$ cat src/rtl/mem_port_arbiter.sv
// Shares the single off-chip line-memory port between icache (port 0) and dcache (port 1).
// Define ARB_ROUND_ROBIN_EN for round-robin arbitration; default build is fixed priority (port 1 wins).
module mem_port_arbiter #(
  parameter int DATA_W  = 256,
  parameter int ADDR_W  = 32,
  parameter int TIMEOUT = 255
) (
  input  logic              clk_i,
  input  logic              rst_i,
  input  logic              p0_enable_i,
  input  logic              p0_write_i,
  input  logic [ADDR_W-1:0] p0_addr_i,
  input  logic [DATA_W-1:0] p0_data_i,
  output logic              p0_ack_o,
  output logic [DATA_W-1:0] p0_data_o,
  input  logic              p1_enable_i,
  input  logic              p1_write_i,
  input  logic [ADDR_W-1:0] p1_addr_i,
  input  logic [DATA_W-1:0] p1_data_i,
  output logic              p1_ack_o,
  output logic [DATA_W-1:0] p1_data_o,
  output logic              mem_enable_o,
  output logic              mem_write_o,
  output logic [ADDR_W-1:0] mem_addr_o,
  output logic [DATA_W-1:0] mem_data_o,
  input  logic              mem_ack_i,
  input  logic [DATA_W-1:0] mem_data_i,
  output logic              err_o
);

  typedef enum logic [1:0] {IDLE, GRANT, RELEASE} state_t;

  localparam logic [15:0] TIMEOUT_CNT = 16'(TIMEOUT);

  state_t            state, state_next;
  logic              owner, owner_next;
  logic              winner;
  logic [15:0]       timer, timer_next, timer_inc;
  logic              mem_enable_next, mem_write_next, err_next;
  logic [ADDR_W-1:0] mem_addr_next;
  logic [DATA_W-1:0] mem_data_next;

`ifdef ARB_ROUND_ROBIN_EN
  logic ptr, ptr_next;

  always_comb begin
    if (p0_enable_i && p1_enable_i) winner = ptr;
    else                            winner = p1_enable_i;
  end
`else
  assign winner = p1_enable_i;
`endif

  // timer counts completed GRANT cycles; the cycle that brings it to TIMEOUT is the last one
  assign timer_inc = timer + 16'd1;

  always_comb begin
    state_next      = state;
    owner_next      = owner;
    timer_next      = timer;
    mem_enable_next = mem_enable_o;
    mem_write_next  = mem_write_o;
    mem_addr_next   = mem_addr_o;
    mem_data_next   = mem_data_o;
    err_next        = err_o;
`ifdef ARB_ROUND_ROBIN_EN
    ptr_next        = ptr;
`endif
    case (state)
      IDLE: begin
        if (p0_enable_i || p1_enable_i) begin
          state_next      = GRANT;
          owner_next      = winner;
          timer_next      = '0;
          mem_enable_next = 1'b1;
          mem_write_next  = winner ? p1_write_i : p0_write_i;
          mem_addr_next   = winner ? p1_addr_i  : p0_addr_i;
          mem_data_next   = winner ? p1_data_i  : p0_data_i;
        end
      end
      GRANT: begin
        timer_next = timer_inc;
        if (mem_ack_i) begin
          state_next      = RELEASE;
          mem_enable_next = 1'b0;
          mem_write_next  = 1'b0;
        end else if (timer_inc == TIMEOUT_CNT) begin
          state_next      = RELEASE;
          mem_enable_next = 1'b0;
          mem_write_next  = 1'b0;
          err_next        = 1'b1;
        end
      end
      RELEASE: begin
        state_next = IDLE;
        timer_next = '0;
`ifdef ARB_ROUND_ROBIN_EN
        ptr_next   = ~owner;
`endif
      end
      default: state_next = IDLE;
    endcase
  end

  always_ff @(posedge clk_i) begin
    if (!rst_i) begin
      state        <= IDLE;
      owner        <= 1'b0;
      timer        <= '0;
      mem_enable_o <= 1'b0;
      mem_write_o  <= 1'b0;
      mem_addr_o   <= '0;
      mem_data_o   <= '0;
      err_o        <= 1'b0;
`ifdef ARB_ROUND_ROBIN_EN
      ptr          <= 1'b1;
`endif
    end else begin
      state        <= state_next;
      owner        <= owner_next;
      timer        <= timer_next;
      mem_enable_o <= mem_enable_next;
      mem_write_o  <= mem_write_next;
      mem_addr_o   <= mem_addr_next;
      mem_data_o   <= mem_data_next;
      err_o        <= err_next;
`ifdef ARB_ROUND_ROBIN_EN
      ptr          <= ptr_next;
`endif
    end
  end

  // completion is routed only to the current owner and only while a grant is live
  assign p0_ack_o  = mem_ack_i && (state == GRANT) && !owner;
  assign p1_ack_o  = mem_ack_i && (state == GRANT) && owner;
  assign p0_data_o = ((state == GRANT) && !owner) ? mem_data_i : '0;
  assign p1_data_o = ((state == GRANT) && owner)  ? mem_data_i : '0;

endmodule
$ cat config.mk
export PLATFORM = sky130hd
export DESIGN_NAME = mem_port_arbiter
export DESIGN_NICKNAME = d
export VERILOG_FILES = /design/src/rtl/mem_port_arbiter.sv
export SDC_FILE = /design/constraint.sdc
export NUM_CORES = 1
export LEC_CHECK = 0
export ABC_AREA = 1
export CAP_MARGIN = 10
export CORE_AREA = 2 2 639 641
export DETAILED_ROUTE_END_ITERATION = 8
export DIE_AREA = 0 0 641 643
export GPL_TIMING_DRIVEN = 0
export MAX_ROUTING_LAYER = met4
export SLEW_MARGIN = 20
export SYNTH_ARGS = -nofsm -noshare
export SYNTH_HDL_FRONTEND = slang
export SYNTH_SLANG_ARGS = --single-unit
$ cat constraint.sdc
create_clock -name clk_i -period 4.8 [get_ports clk_i]
set_input_delay 0.96 -clock clk_i [delete_from_list [all_inputs] [get_ports clk_i]]
set_output_delay 0.96 -clock clk_i [all_outputs]
set_load 0.02 [all_outputs]
==> key figures <==
STA
  – Final Cycle Share: 0.960
  – Min Clock Period, post-route: roughly 4.6 ns
  – Fin Clk Skew: slightly above 0.05 ns
  – Worst Max-Slew Pin Slew: 1.10 ns
  – Setup ws final: 0.192 ns
  – # setup viols final: 0
  – Hold Vio Cnt, Final: 0
  – Fmax: ~220 MHz
  – Slew HR: 0.263
  – Unrepaired setup endpoints after global routing: false
  – Final Max Tran Viols: 0

Floorplanning
  – Site row count: around 230
  – Core ar.: slightly above 400000 um^2
  – Die Y: 643 um
  – Ports: around 1600
  – Die Footprint: 412000 um^2
  – Initial Util: 0.0402
  – Die width: around 640 um

GRT
  – First-pass GRT wire length: 455000 um
  – Largest net degree at the start of global routing: 13
  – GRT Total Usage: 0.192
  – Gr ovfl total: 0
  – Initial antenna violation count: around 400
  – Number of global-route vias before repair: 26000

Layout
  – Non-filler cells, final: roughly 10000
  – Layout cells sized above 1: 0.0466
  – Post-route cell area: 41600 um^2
  – Final Net Count: roughly 5200
  – # fillers: between 40000 and 50000
  – Area Growth Syn to Fin: 155%

Placement
  – DP HPWL: ~370000 um
  – Number of port buffers: ~1600
  – Post-Place Cells: between 9000 and 10000
  – Placer's final routability congestion estimate: 0.942
  – Dpl ws: approximately 0.21 ns
  – Placed Area: 39700 um^2

Worst setup path
  – Maximum net fanout on the critical path: 10
  – Crit. End Element: output port
  – Crit path DAT: approximately 3.7 ns
  – Setup CP Type: reg2out
  – CP cell instances: inv_2, nor2_4, inv_2, or2_1, clkbuf_1, clkbuf_4, buf_2, nor2_1, clkdlybuf4s50_1
  – Crit-path most repeated cell: inv_2
  – CP max stage cell: clkdlybuf4s50_1
  – Startpoint type of the worst setup path: flop
  – Worst EP required: 3.84 ns
  – Crit-path max cell delay: around 0.97 ns

Power and ir drop
  – Power Density: between 200 and 300 nW/um^2
  – NetSw: ~4800 uW
  – Pleak: ~0.015 uW
  – Clock share of power: 0.314
  – Sequential Power Share: 0.271
  – Max VDD drop: 0.000248 V
  – Pwr Total: around 11000 uW
  – Comb power frac: 0.416
  – Switching part of the total: 0.422
  – P_int: between 6000 and 7000 uW

Clock tree
  – Clock Latency Late Sink: between 0.7 and 0.8 ns
  – Clock-pin slew on the worst setup and hold paths: 0.07 ns
  – CTS HTree Levels: 2
  – CTS tree: done
  – Num CTS Buffers: 41
  – Post-CTS Setup Bufs: 0
  – Total clock sinks: 310
  – Clock Tree Buf Depth: 3
  – Clk root buf: clkbuf_16
  – Post-CTS Resized: between 100 and 150
  – # hold bufs at CTS: 0

Job
  – Max cap viols: 0

Synthesis
  – Post-synthesis register bit count: 310
  – Mapped Nets: around 3500
  – Synth Instances: 2636
  – Area of the mapped netlist: around 16000 um^2
  – Synth cell types: 30
  – Seq/Total Area, Yosys: 0.381
  – Mean Syn Cell Area: 6.18 um^2
  – Synth Warn #: 0

Routing
  – Post-DR wirelength/cell: around 40 um
  – Post-route ant nets: 0
  – DRT iter0 DRCs: between 2000 and 2500
  – TritonRoute pass-1 iters: 5
  – DRT Wirelength: 400000 um
  – DRC: 0
  – Via count: between 20000 and 30000
  – Avg Vias per Cell: 2.78

Worst hold path
  – Hold crit path type: reg2reg

Run status
  – Outcome: completed
## power by group through the flow
stage          Clock, uW  Sequential, uW  Combinational, uW
2_1_floorplan          0            3450               1140
3_3_place_gp           0            3110               4870
3_5_place_dp           0            3110               4880
4_1_cts             3680            3060               4880
5_1_grt             3730            3100               4910
6_report            3560            3070               4710
## critical path, delay by kind of cell, from the launching register on
family / cells / cell delay [ns]
buf+inv: 6 / 1.93
flops: 1 / 0.39
simple gates: 3 / 0.61
## final timing paths
check | end | cells after the start | slack, ns | startpoint
max | p0_data_o[31] | 9 | 0.19 | state[0]
min | err_o | 2 | 0.47 | err_o
max reg2reg | mem_data_o[163] | 7 | 1.81 | state[1]
min reg2reg | err_o | 2 | 0.47 | err_o
## synth_stat cells (all sizes together)
library cell / instances / area, um^2
nand2: 648 / 2460
nor2: 543 / 2100
dfxtp: 310 / 6210
o21ai: 293 / 1470
a31oi: 288 / 1800
inv: 279 / 1050
clkbuf: 168 / 633
buf: 52 / 252
a21oi: 22 / 114
nand3: 17 / 95.1
nand4: 4 / 25.0
or2: 3 / 18.8
xor2: 3 / 33.8
ha: 2 / 25.0
o21bai: 2 / 15.0
nand3b: 1 / 7.51
nor4: 1 / 6.26
## stage by stage
| step | utilization | setup TNS [ns] | hold WS, ns |
|---|---|---|---|
| 3_5_place_dp | 0.0979 | 0 | 0.457 |
| 5_1_grt | 0.102 | 0 | 0.495 |
| 6_report | 0.103 | 0 | 0.469 |
| 4_1_cts | 0.101 | 0 | 0.468 |
| 3_3_place_gp | 0.0975 | -27.91 | 0.446 |
| 2_1_floorplan | - | 0 | 0.449 |
## flip-flops by register name (all words and copies together), names as in the netlist
signal	count
mem_data_o	256
mem_addr_o	32
timer	16
state	2
err_o	1
mem_enable_o	1
mem_write_o	1
owner	1
## per-layer routing
metal	vias up	routed length, um	global-route usage	share of wire
li1	12100	-	-	-
met2	1833	222000	0.371	0.55
met1	13200	121000	0.162	0.30
met3	702	36300	0.0717	0.091
met4	0	21000	0.0835	0.053
met5	-	0	-	0
## cells in the final DEF (no fill, tap or decap), types with 4 or more instances in the layout
cell                n
o21ai_0           290
clkdlybuf4s50_1  1555
inv_1             275
nand4_1             4
nor2_2              5
diode_2           197
clkinv_2            5
clkbuf_8            7
clkdlybuf4s15_1    12
nor2_4              6
dlygate4sd2_1      35
clkbuf_1          148
clkinvlp_4          4
buf_1               7
nand3_1            15
inv_2               4
nand2_2             5
buf_2              50
clkbuf_2           21
a31oi_1           288
bufinv_16           4
a21oi_1            21
clkbuf_16          41
dlymetal6s2s_1     10
nor2_1            532
clkdlybuf4s15_2    24
dfxtp_1           310
inv_6               4
nand2_1           641
## cells by family (layout without fill, tap and decap cells)
logic type                 after synthesis  after routing  synth area share
AOI/OAI and AO/OA                      605            605             0.209
xor gates and xnor gates                 3              3           0.00207
adders and majority gates                2              2           0.00153
buffers and inverters                  499           2220             0.118
DFF                                    310            310             0.381
other                                    0            197                 0
and+or+nand+nor                       1217           1217             0.289
## final cells by class
| cell class | count | area (um^2) | share of cell area |
|---|---|---|---|
| tap | 5428 | 6790 | 0.163 |
| sequential | 310 | 6210 | 0.149 |
| clock inverter | 22 | 297 | 0.00713 |
| multi-input combinational | 1827 | 8170 | 0.196 |
| buffer | 220 | 920 | 0.0221 |
| timing repair buffer | 1647 | 16600 | 0.398 |
| clock buffer | 52 | 1140 | 0.0273 |
| antenna | 197 | 493 | 0.0118 |
| inverter | 279 | 1050 | 0.0252 |
(Power assumes the default switching activity.)
